<file path="src/rtl/gd_pkg.sv">
// Shared types and constants for the 1-D gradient-descent datapath.
package gd_pkg;

  localparam int unsigned Q_W    = 32;  // Q24.8
  localparam int unsigned VAL_W  = 64;  // Q56.8
  localparam int unsigned FRAC_W = 8;
  localparam int unsigned ST_W   = 2;

  localparam logic [ST_W-1:0] ST_CONV  = 2'd0;
  localparam logic [ST_W-1:0] ST_MAXIT = 2'd1;
  localparam logic [ST_W-1:0] ST_OVF   = 2'd2;
  localparam logic [ST_W-1:0] ST_TMO   = 2'd3;

  localparam logic [Q_W-1:0] Q_MAX = 32'h7FFF_FFFF;
  localparam logic [Q_W-1:0] Q_MIN = 32'h8000_0000;

  typedef enum logic [2:0] {
    S_IDLE,
    S_LAUNCH,
    S_WAIT,
    S_UPDATE,
    S_FINISH
  } state_t;

  // Result captured from the step block on accept
  typedef struct packed {
    logic [Q_W-1:0]   x_diff;
    logic [VAL_W-1:0] value;
    logic             overflow;
  } step_rsp_t;

endpackage

</file>
<file path="src/rtl/sat_sub32.sv">
// Saturating signed a - b, plus a check of |b| against a tolerance.
module sat_sub32
  import gd_pkg::*;
(
  input  logic [Q_W-1:0] a,
  input  logic [Q_W-1:0] b,
  input  logic [Q_W-1:0] tol,
  output logic [Q_W-1:0] diff_c,
  output logic           b_small_c
);

  logic [Q_W:0]   wide;
  logic [Q_W-1:0] b_abs;

  always_comb begin
    wide = {a[Q_W-1], a} - {b[Q_W-1], b};
    if (wide[Q_W] != wide[Q_W-1]) begin
      diff_c = wide[Q_W] ? Q_MIN : Q_MAX;
    end else begin
      diff_c = wide[Q_W-1:0];
    end
    // Most negative value has no positive twin; clamp its magnitude
    if (b == Q_MIN) begin
      b_abs = Q_MAX;
    end else if (b[Q_W-1]) begin
      b_abs = Q_W'(-b);
    end else begin
      b_abs = b;
    end
    b_small_c = (b_abs <= tol);
  end

endmodule

</file>
<file path="src/rtl/gd_step_controller.sv">
// Iteration controller: launches steps, applies x <- x - x_diff, decides when to stop.
module gd_step_controller
  import gd_pkg::*;
#(
  parameter int unsigned MAX_ITER = 256,
  parameter int unsigned ITER_W   = 16,
  parameter logic [31:0] TOL      = 32'h0000_0001,
  parameter int unsigned TIMEOUT  = 1024
) (
  input  logic              clk,
  input  logic              rst_n,
  input  logic              start,
  input  logic [31:0]       x_init,
  output logic              step_start,
  output logic [31:0]       step_x,
  input  logic              step_done,
  input  logic [31:0]       step_x_diff,
  input  logic [63:0]       step_value,
  input  logic              step_overflow,
  output logic              busy,
  output logic              done,
  output logic [1:0]        status,
  output logic [31:0]       x_out,
  output logic [63:0]       value_out,
  output logic [ITER_W-1:0] iter_count
);

  localparam int unsigned TMO_W = $clog2(TIMEOUT + 1);

  state_t            state, state_nxt;
  logic [Q_W-1:0]    x, x_nxt, step_x_nxt, x_out_nxt;
  logic [VAL_W-1:0]  value_out_nxt;
  logic [ITER_W-1:0] iter_nxt, iter_inc;
  logic [TMO_W-1:0]  tmo_cnt, tmo_nxt;
  logic [ST_W-1:0]   status_nxt;
  logic              step_start_nxt, busy_nxt, done_nxt;
  logic              step_done_q, step_rise;
  step_rsp_t         rsp, rsp_nxt;
  logic [Q_W-1:0]    x_new;
  logic              diff_small;

  sat_sub32 u_sub (
    .a        (x),
    .b        (rsp.x_diff),
    .tol      (TOL),
    .diff_c   (x_new),
    .b_small_c(diff_small)
  );

  assign step_rise = step_done & ~step_done_q;
  assign iter_inc  = iter_count + ITER_W'(1);

  always_ff @(posedge clk or negedge rst_n) begin
    if (!rst_n) begin
      state       <= S_IDLE;
      x           <= '0;
      step_x      <= '0;
      x_out       <= '0;
      value_out   <= '0;
      iter_count  <= '0;
      tmo_cnt     <= '0;
      status      <= '0;
      step_start  <= 1'b0;
      busy        <= 1'b0;
      done        <= 1'b0;
      step_done_q <= 1'b0;
      rsp         <= '0;
    end else begin
      state       <= state_nxt;
      x           <= x_nxt;
      step_x      <= step_x_nxt;
      x_out       <= x_out_nxt;
      value_out   <= value_out_nxt;
      iter_count  <= iter_nxt;
      tmo_cnt     <= tmo_nxt;
      status      <= status_nxt;
      step_start  <= step_start_nxt;
      busy        <= busy_nxt;
      done        <= done_nxt;
      step_done_q <= step_done;
      rsp         <= rsp_nxt;
    end
  end

  // Next-state and registered-output decode; done_nxt marks entry into FINISH
  always_comb begin
    state_nxt      = state;
    x_nxt          = x;
    step_x_nxt     = step_x;
    x_out_nxt      = x_out;
    value_out_nxt  = value_out;
    iter_nxt       = iter_count;
    tmo_nxt        = tmo_cnt;
    status_nxt     = status;
    step_start_nxt = 1'b0;
    busy_nxt       = busy;
    done_nxt       = 1'b0;
    rsp_nxt        = rsp;

    case (state)
      S_IDLE: begin
        if (start) begin
          x_nxt          = x_init;
          step_x_nxt     = x_init;
          iter_nxt       = '0;
          busy_nxt       = 1'b1;
          step_start_nxt = 1'b1;
          state_nxt      = S_LAUNCH;
        end
      end
      S_LAUNCH: begin
        tmo_nxt   = '0;
        state_nxt = S_WAIT;
      end
      S_WAIT: begin
        if (step_rise) begin
          rsp_nxt.x_diff   = step_x_diff;
          rsp_nxt.value    = step_value;
          rsp_nxt.overflow = step_overflow;
          state_nxt        = S_UPDATE;
        end else if (tmo_cnt == TMO_W'(TIMEOUT - 1)) begin
          status_nxt = ST_TMO;
          done_nxt   = 1'b1;
        end else begin
          tmo_nxt = tmo_cnt + TMO_W'(1);
        end
      end
      S_UPDATE: begin
        if (rsp.overflow) begin
          status_nxt = ST_OVF;
          done_nxt   = 1'b1;
        end else begin
          x_nxt         = x_new;
          value_out_nxt = rsp.value;
          iter_nxt      = iter_inc;
          if (diff_small) begin
            status_nxt = ST_CONV;
            done_nxt   = 1'b1;
          end else if (iter_inc == ITER_W'(MAX_ITER)) begin
            status_nxt = ST_MAXIT;
            done_nxt   = 1'b1;
          end else begin
            step_x_nxt     = x_new;
            step_start_nxt = 1'b1;
            state_nxt      = S_LAUNCH;
          end
        end
      end
      S_FINISH: begin
        busy_nxt  = 1'b0;
        state_nxt = S_IDLE;
      end
      default: state_nxt = S_IDLE;
    endcase

    if (done_nxt) begin
      state_nxt = S_FINISH;
      x_out_nxt = x_nxt;
    end
  end

endmodule
</file>
<file path="config.mk">
export PLATFORM = sky130hd
export DESIGN_NAME = gd_step_controller
export DESIGN_NICKNAME = d
export VERILOG_FILES = /design/src/rtl/gd_pkg.sv /design/src/rtl/sat_sub32.sv /design/src/rtl/gd_step_controller.sv
export SDC_FILE = /design/constraint.sdc
export NUM_CORES = 1
export LEC_CHECK = 0
export CORE_MARGIN = 4
export CORE_UTILIZATION = 50
export DETAILED_ROUTE_END_ITERATION = 6
export HOLD_SLACK_MARGIN = 0.08
export PLACE_DENSITY_LB_ADDON = 0.1
export SLEW_MARGIN = 20
export SYNTH_ARGS = -nofsm -noshare
export SYNTH_HDL_FRONTEND = slang
export SYNTH_SLANG_ARGS = --single-unit
</file>
<file path="constraint.sdc">
create_clock -name clk -period 6.6 [get_ports clk]
set_input_delay 1.32 -clock clk [delete_from_list [all_inputs] [get_ports clk]]
set_output_delay 1.32 -clock clk [all_outputs]
set_load 0.02 [all_outputs]
</file>
==> metrics.txt, run 1 <==
CP Cell Sequence inv_1 -> ha_1 -> or4b_4 -> nor4_2 -> nand3_1 -> mux2_1 -> a22oi_1 -> nand4_1 -> nor4_4 -> o31a_2 -> buf_4 -> mux2_2; flops & latches, synth about 300; Synth Instances around 1500; share of cells above drive strength 1 14.12%; Multi-input gate area roughly 7400 um2; vias in the first global route 12600; H-tree depth 1; crit path capture type register; CTS tree yes; top cells by area, synth dfrtp_1 48%, mux2_2 7.9%, nand2_1 6.9%; share of flip-flops with an asynchronous set or reset 100.0%; Rel. slew slack 29.04%; Post-synth EDFFs 0; sequential fraction of the synthesis area 47.96%; Metal-1 WL around 18000 um; Hold Crit Class reg2reg; final cell count without fillers 2176; DR DRC count 0; outcome finished clean; unrepaired setup endpoints after global routing no; gr usage total 25.87%; setup tns final 0 ns; Fillers 2434; crit path max-delay cell type o31a_2; Synth-to-Final Area Change 26.92%; final WL roughly 44000 um; Post-Syn Nets ~1700; CTS sink count ~290; WHS 0.4604 ns; Clock Root Buffer clkbuf_16; Num CTS Buffers 31; gpl congestion 0.9578; initial antenna violation count 1; Die Wd 182.9 um; top-area cell type share of the netlist area between 40% and 50%; Period minus WS final 4.612 ns; worst-margin pin slew 1.062 ns; largest net degree at the start of global routing 121; Worst-path clk slew ~0.060 ns; syn avg cell area 10.10 um2; core footprint 29870 um2; Die Area between 30000 and 40000 um2; Initial DRC Count between 1000 and 1500; DR WL met3 3632 um; Power Dens Cells 600.0 nW/um2; VDD IR max approximately 0.40 mV; placed cells between 2000 and 2500; final setup violation count 0; WL met2 20570 um; leading area contributor after synthesis dfrtp_1; initial core utilization between 50% and 60%; chip height 182.9 um; Netlist cell types 73; fin nets about 1900; CP startpoint kind register; routed len/inst 20.22 um; top-count cell post-synth dfrtp_1; Max Used Layer met4; Vias between 10000 and 15000; Yosys warning count 0; DP HPWL 30780 um; Worst-Skew Late Latency 0.57 ns; endpoints failing hold 0; Tcrit/Tclk final 69.87%; # port buffers 281; ys flop type dfrtp_1; vias per inst 5.741; highest net fanout along the worst path 19; Hold Buf Count CTS 0; final slew viol count 0; first drt pass iteration count 5; number of max-cap violations 0; top post-synthesis cells by count 293 x dfrtp_1, 280 x nand2_1, 110 x o21ai_0; I/O pin cnt 282; aggregate global routing overflow 0; Util after Layout around 65%; Clock Skew around 0.011 ns; required time of the critical path 7.05 ns; postcts setup bufs 0; CP max stage delay approximately 0.55 ns; Tot Pwr 11.64 mW; first-pass GRT wire length 70080 um; clock buffer depth 3; Critical Setup Path Class reg2reg; FF/Latch Area roughly 7300 um2; P_leak 8.657 nW; post-route ant nets 0; Resized cells post-CTS 0; fmax 0.2168 GHz; WP data arrival 5.06 ns; Post-Syn Area around 15000 um2; FP Rows 63
placed cells by master (no fill, tap or decap), types with 6 or more instances in the layout:
cell type        instances
dfrtp_1                293
nand2_1                280
clkdlybuf4s50_1        280
o21ai_0                110
mux2_2                 107
a21oi_1                 75
nor2_1                  57
mux2_4                  55
inv_1                   48
nand3_1                 36
a22oi_1                 35
ha_1                    35
clkbuf_16               31
nand4_1                 22
nor3_1                  21
o211ai_1                21
xnor2_1                 19
xor2_1                  19
a31oi_1                 13
buf_4                   13
or3_1                   12
a21o_1                  11
and3_1                  10
a211oi_1                 9
nor4_1                   9
o21a_1                   8
o31ai_1                  8
and2_1                   8
clkbuf_1                 8
clkinv_2                 7
or4_1                    6
path summary, 6_finish.rpt:
path	start	end	slack (ns)	depth (start not counted)
max in group asynchronous	rst_n	tmo_cnt[7]	4.50	2
worst max register to register	rsp[66]	step_x[1]	1.99	12
worst max-delay path	rsp[66]	step_x[1]	1.99	12
min in group asynchronous	rst_n	rsp[67]	0.79	1
worst min-delay path	rsp[30]	value_out[29]	0.46	2
worst min register to register	rsp[30]	value_out[29]	0.46	2
stage by stage:
step / area [um2] / worst slack (ns)
2_1_floorplan: 15290 / 2.846
3_3_place_gp: 18360 / 2.070
3_5_place_dp: 18370 / 2.022
4_1_cts: 19370 / 1.996
5_1_grt: 19400 / 1.743
6_report: 19400 / 1.988
sequential cells by signal, indices dropped and copies added (netlist names):
| signal | cells |
|---|---|
| state | 3 |
| step_x | 32 |
| tmo_cnt | 11 |
| busy | 1 |
| iter_count | 16 |
| step_done_q | 1 |
| status | 2 |
| done | 1 |
| step_start | 1 |
| x_out | 32 |
| value_out | 64 |
| rsp | 97 |
| x | 32 |
area by class of cell:
cell class	count	share of cell area [%]
Timing Repair Buffer	296	15.27
Tap cell	390	2.515
Clock buffer	44	4.507
Inverter	49	0.9479
Multi-Input combinational cell	1091	38.28
Clock inverter	12	0.6835
Antenna cell	1	0.01290
Sequential cell	293	37.79
logic make-up (layout without fill, tap and decap cells):
logic type                 after synthesis  in the layout  share of synthesized area [%]
xor gates and xnor gates                39             39                          2.234
AOI/OAI and AO/OA                      347            347                          14.21
and+or+nand+nor                        496            496                          14.78
muxes                                  168            168                          13.68
adders and majority gates               41             41                          3.323
other                                    0              1                              0
DFF                                    293            293                          47.96
buffers and inverters                  129            401                          3.814
routing by layer:
layer  up-vias  GRT usage (%)
li1       5892              -
met1      6116          34.20
met2       404          42.20
met3        81          7.160
met4         0          7.449
met5         -              0
worst max-delay path: cells and delay by family, from the launching register on:
| family | cells | cell delay (ns) |
|---|---|---|
| AND/OR/NAND/NOR | 5 | 1.69 |
| AO/OA/AOI/OAI | 2 | 0.79 |
| multiplexers | 2 | 0.71 |
| buffers and inverters | 2 | 0.61 |
| flip-flops | 1 | 0.41 |
| adder cells (fa/ha/maj) | 1 | 0.25 |
power breakdown:
part           switching [mW]  leakage, nW  internal, mW
Combinational            3.82         4.59          2.84
Clock                   0.733        0.501          1.00
Sequential              0.643         3.56          2.61
Total                    5.19         8.66          6.45
Power figures use the tool's default switching activity.
==> run 2, diff against run 1 <==
clock period = 4.6 ns   (was 6.6 ns; I/O delays follow)
==> metrics.txt, run 2 (synthesized netlist as in run 1, its figures left out) <==
Resized cells post-CTS 0 (unchanged); required time of the critical path 5.06 ns (was 7.05 ns); number of max-cap violations 0 (unchanged); dpl ws 0.5168 ns (was 2.022 ns); Metal-1 WL 18310 um (was 18330 um); Hold Crit Class in2async (was reg2reg); first drt pass iteration count 5 (unchanged); highest net fanout along the worst path 26 (was 19); WP data arrival 4.63 ns (was 5.06 ns); fmax 0.2401 GHz (was 0.2168 GHz); setup tns final 0 ns (unchanged); FP Rows 63 (unchanged); gpl congestion 0.9447 (was 0.9578); highest-count cells in the layout ignoring fill and taps 293 x dfrtp_1, 280 x nand2_1, 280 x clkdlybuf4s50_1 (unchanged); fin nets 1949 (was 1931); Fillers 2447 (was 2434); Cell Area, Placed 18520 um2 (was 18370 um2); chip height 182.9 um (unchanged); Power Dens Cells 872.8 nW/um2 (was 600.0 nW/um2); CTS sink count 293 (unchanged); Worst-path clk slew 0.06 ns (about the same); routed len/inst 20.83 um (was 20.22 um); CP startpoint kind register (unchanged); initial core utilization 51.17% (unchanged); Die Area 33440 um2 (unchanged); DR WL met3 4240 um (was 3632 um); max reg flops 97 (unchanged); Max Used Layer met4 (unchanged); Critical Setup Path Class reg2reg (unchanged); DP HPWL 32670 um (was 30780 um); WHS 0.4383 ns (was 0.4604 ns); final setup violation count 0 (unchanged); CP max stage delay 0.63 ns (was 0.55 ns); Period minus WS final 4.165 ns (was 4.612 ns); initial antenna violation count 2 (was 1); Die Wd 182.9 um (unchanged); Hold Buf Count CTS 0 (unchanged); gr usage total 26.94% (was 25.87%); post-route ant nets 0 (unchanged); crit path capture type register (unchanged); top flop regs rsp (97), value_out (64) (unchanged); Num CTS Buffers 34 (was 31); outcome finished clean (unchanged); core footprint 29870 um2 (unchanged); vias per inst 5.780 (was 5.741); crit path max-delay cell type or4_1 (was o31a_2); I/O pin cnt 282 (unchanged); DR DRC count 0 (unchanged); largest net degree at the start of global routing 103 (was 121); Synth-to-Final Area Change 28.33% (was 26.92%); Initial DRC Count 875 (was 1061); P_leak 8.772 nW (was 8.657 nW); Tot Pwr 17.12 mW (was 11.64 mW); Vias 12660 (was 12490); Worst path top cell family by delay simple AND/OR/NAND/NOR gates (unchanged); final slew viol count 0 (unchanged); CTS tree yes (unchanged); H-tree depth 2 (was 1); most common cell after layout, fill and taps aside dfrtp_1 (unchanged); Clock Root Buffer clkbuf_16 (unchanged); fin area 19620 um2 (was 19400 um2); unrepaired setup endpoints after global routing no (unchanged); final setup margin 0.4352 ns (was 1.988 ns); CP Cell Sequence inv_1 -> ha_1 -> nand4_1 -> or4_1 -> or3_1 -> o32ai_1 -> nor3_1 -> xnor2_2 -> buf_4 -> a21oi_1 -> o21ai_0 -> mux2_4 (was inv_1 -> ha_1 -> or4b_4 -> nor4_2 -> nand3_1 -> mux2_1 -> a22oi_1 -> nand4_1 -> nor4_4 -> o31a_2 -> buf_4 -> mux2_2); worst-margin pin slew 1.027 ns (was 1.062 ns); endpoints failing hold 0 (unchanged); Tcrit/Tclk final 90.54% (was 69.87%); first-pass GRT wire length 72230 um (was 70080 um); aggregate global routing overflow 0 (unchanged); postcts setup bufs 0 (unchanged); WL met2 21270 um (was 20570 um); Bufs and invs on worst path 2 (unchanged); VDD IR max 0.6272 mV (was 0.4036 mV); Rel. slew slack 31.39% (was 29.04%); largest reg by FF count rsp (unchanged); # port buffers 281 (unchanged); share of cells above drive strength 1 14.84% (was 14.12%); vias in the first global route 13030 (was 12600); final WL 45630 um (was 44000 um); Clock Skew 0.03279 ns (was 0.01126 ns); Worst-Skew Late Latency 0.53 ns (was 0.57 ns); clock buffer depth 3 (unchanged)
[run 2: cell count changes in the layout (fill, tap and decap cells not counted), sizes merged]
| cell | previous run | this run |
|---|---|---|
| buf | 16 | 31 |
| clkinv | 10 | 3 |
| clkbuf | 44 | 48 |
| clkinvlp | 0 | 1 |
| diode | 1 | 2 |
| inv | 49 | 50 |
[run 2: final timing paths]
path / to / slack (ns) / from / cells past startpoint
min in group clk: value_out[46] / 0.45 / rsp[47] / 2
max in group asynchronous: x_out[5] / 3.16 / rst_n / 2
worst max-delay path: x_out[12] / 0.44 / rsp[82] / 12
worst min-delay path: rsp[87] / 0.44 / rst_n / 1
worst max register to register: x_out[12] / 0.44 / rsp[82] / 12
worst min register to register: value_out[46] / 0.45 / rsp[47] / 2
[run 2: power breakdown]
| group | internal [mW] | total [mW] | switching, mW |
|---|---|---|---|
| Sequential | 3.74 | 4.72 | 0.971 |
| Clock | 1.60 | 2.66 | 1.06 |
| Combinational | 4.13 | 9.75 | 5.62 |
[run 2: metal layers]
layer	up-vias	global-route usage, %
met5	-	0
met4	0	10.58
met3	79	8.310
met2	524	43.71
met1	6147	34.02
li1	5913	-
[run 2: worst reg2reg max path, delay by kind of cell, from the launching register on]
family                   cells  cell delay, ns
AND/OR/NAND/NOR              4            1.38
adder cells (fa/ha/maj)      1            0.48
AO/OA/AOI/OAI                3            0.57
buffers and inverters        2            0.52
XOR/XNOR                     1            0.51
multiplexers                 1            0.20
flip-flops                   1            0.45
[run 2: cell type report]
cell class / instances / area [um2] / share of cell area, %
Tap cell: 390 / 488.0 / 2.487
Clock inverter: 7 / 106.4 / 0.5421
Timing Repair Buffer: 311 / 3093 / 15.76
Sequential cell: 293 / 7332 / 37.37
Antenna cell: 2 / 5.005 / 0.02551
Multi-Input combinational cell: 1091 / 7427 / 37.85
Clock buffer: 48 / 984.7 / 5.019
Inverter: 49 / 183.9 / 0.9374
[run 2: through the flow]
| step | utilization, % | instances |
|---|---|---|
| 2_1_floorplan | - | 1513 |
| 3_3_place_gp | 61.99 | 2134 |
| 3_5_place_dp | 61.99 | 2134 |
| 4_1_cts | 65.64 | 2189 |
| 5_1_grt | 65.67 | 2191 |
| 6_report | 65.67 | 2191 |
==> run 3, diff against run 2 <==
ABC_AREA = 0   (was not set)
CORE_MARGIN = 2   (was 4)
==> metrics.txt, run 3 (synthesized netlist as in run 1, its figures left out) <==
outcome finished clean (unchanged); Synth-to-Final Area Change 29.14% (was 28.33%); fin nets 1949 (unchanged); FP Rows 64 (was 63); Num CTS Buffers 34 (unchanged); largest net degree at the start of global routing 112 (was 103); max reg flops 97 (unchanged); # port buffers 281 (unchanged); vias per inst 5.677 (was 5.780); gpl congestion 0.9813 (was 0.9447); crit path capture type register (unchanged); worst-margin pin slew 0.9323 ns (was 1.027 ns); final WL 43640 um (was 45630 um); highest net fanout along the worst path 20 (was 26); aggregate global routing overflow 0 (unchanged); unrepaired setup endpoints after global routing no (unchanged); Vias 12510 (was 12660); WHS 0.3819 ns (was 0.4383 ns); Die Area 31990 um2 (was 33440 um2); fmax 0.2435 GHz (was 0.2401 GHz); postcts setup bufs 0 (unchanged); most common cell after layout, fill and taps aside dfrtp_1 (unchanged); CP max stage delay 0.53 ns (was 0.63 ns); WP data arrival 4.50 ns (was 4.63 ns); Worst-Skew Late Latency 0.52 ns (was 0.53 ns); dpl ws 0.5010 ns (was 0.5168 ns); required time of the critical path 5.00 ns (was 5.06 ns); final slew viol count 0 (unchanged); top flop regs rsp (97), value_out (64) (unchanged); Hold Crit Class in2async (unchanged); Initial DRC Count 906 (was 875); worst r2r path cells 12 (unchanged); CP Cell Sequence inv_1 -> ha_1 -> or4b_4 -> nor4_2 -> nand3_1 -> mux2_1 -> a22oi_1 -> nand4_1 -> nor4_4 -> o22ai_4 -> buf_12 -> mux2_4 (was inv_1 -> ha_1 -> nand4_1 -> or4_1 -> or3_1 -> o32ai_1 -> nor3_1 -> xnor2_2 -> buf_4 -> a21oi_1 -> o21ai_0 -> mux2_4); Worst-path clk slew 0.06 ns (about the same); Die Wd 178.9 um (was 182.9 um); Crit Reg-Reg Endpoint x_out[12] (unchanged); share of cells above drive strength 1 15.35% (was 14.84%); Rel. slew slack 37.85% (was 31.39%); H-tree depth 2 (unchanged); setup tns final 0 ns (unchanged); crit path max-delay cell type nor4_4 (was or4_1); gr usage total 27.11% (was 26.94%); P_leak 8.831 nW (was 8.772 nW); worst r2r src rsp[66] (was rsp[82]); post-route ant nets 0 (unchanged); Power Dens Cells 871.4 nW/um2 (was 872.8 nW/um2); I/O pin cnt 282 (unchanged); DR DRC count 0 (unchanged); CP startpoint kind register (unchanged); first drt pass iteration count 7 (was 5); Reg2Reg Setup Slack 0.49 ns (was 0.44 ns); initial antenna violation count 0 (was 2); final setup violation count 0 (unchanged); CTS sink count 293 (unchanged); Tot Pwr 17.20 mW (was 17.12 mW); highest-count cells in the layout ignoring fill and taps 293 x dfrtp_1, 280 x nand2_1, 280 x clkdlybuf4s50_1 (unchanged); Critical Setup Path Class reg2reg (unchanged); first-pass GRT wire length 67550 um (was 72230 um); endpoints failing hold 0 (unchanged); CTS tree yes (unchanged); VDD IR max 0.5294 mV (was 0.6272 mV); initial core utilization 50.38% (was 51.17%); number of max-cap violations 0 (unchanged); clock buffer depth 3 (unchanged); routed len/inst 19.80 um (was 20.83 um); core footprint 30350 um2 (was 29870 um2); vias in the first global route 12260 (was 13030); DP HPWL 31100 um (was 32670 um); Clock Skew 0.008528 ns (was 0.03279 ns); Tcrit/Tclk final 89.28% (was 90.54%); chip height 178.9 um (was 182.9 um); Resized cells post-CTS 0 (unchanged); final setup margin 0.4929 ns (was 0.4352 ns); largest reg by FF count rsp (unchanged); Hold Buf Count CTS 0 (unchanged); Clock Root Buffer clkbuf_16 (unchanged); Period minus WS final 4.107 ns (was 4.165 ns)
[run 3: changes by cell type in the layout (fill, tap and decap cells not counted), sizes merged]
cell | before | now
bufinv | 2 | 3
clkbuf | 48 | 46
clkinv | 3 | 8
clkinvlp | 1 | 2
diode | 2 | 3
inv | 50 | 51
[run 3: cell type report]
| type | instances | area, um2 |
|---|---|---|
| fill | 2413 | 10610 |
| multi-input combinational | 1091 | 7427 |
| sequential | 293 | 7332 |
| timing repair buffer | 311 | 3118 |
| clock buffer | 46 | 997.2 |
| tap | 396 | 495.5 |
| inverter | 49 | 183.9 |
| clock inverter | 15 | 181.4 |
| antenna | 3 | 7.507 |
[run 3: power breakdown]
part	switching (mW)	internal, mW	total, mW
registers	0.909	3.75	4.66
clock network	1.11	1.70	2.81
logic	5.55	4.18	9.73
[run 3: through the flow]
step | instance area [um2] | instances | util [%]
after floorplan | 15290 | 1513 | -
after CTS | 19730 | 2201 | 65.01
after detailed placement | 18550 | 2140 | 61.13
after global routing | 19740 | 2201 | 65.03
after global placement | 18550 | 2140 | 61.13
final | 19740 | 2204 | 65.05
[run 3: worst max-delay path by stage]
stage / from / end / slack [ns]
after floorplan: rsp[83] / x_out[30] / 0.85
after global placement: rsp[66] / x_out[20] / 0.62
after detailed placement: rsp[66] / x_out[12] / 0.50
after CTS: rsp[66] / x_out[12] / 0.48
after global routing: rsp[66] / x_out[11] / 0.27
final: rsp[66] / x_out[12] / 0.49
[run 3: routing by layer]
layer  global-route usage [%]  vias up  part of all wire, %
li1                         -     5926                    -
met1                    34.93     6083                   41
met2                    43.08      417                   46
met3                    8.058       87                  8.7
met4                    10.40        0                  3.8
met5                        0        -                    0
[run 3: worst max-delay path: cells and delay by family (launching register included)]
kind	cells	cell delay, ns
flip-flops	1	0.39
AO/OA/AOI/OAI	2	0.57
buffers and inverters	2	0.42
AND/OR/NAND/NOR	5	1.71
multiplexers	2	0.65
adder cells (fa/ha/maj)	1	0.24
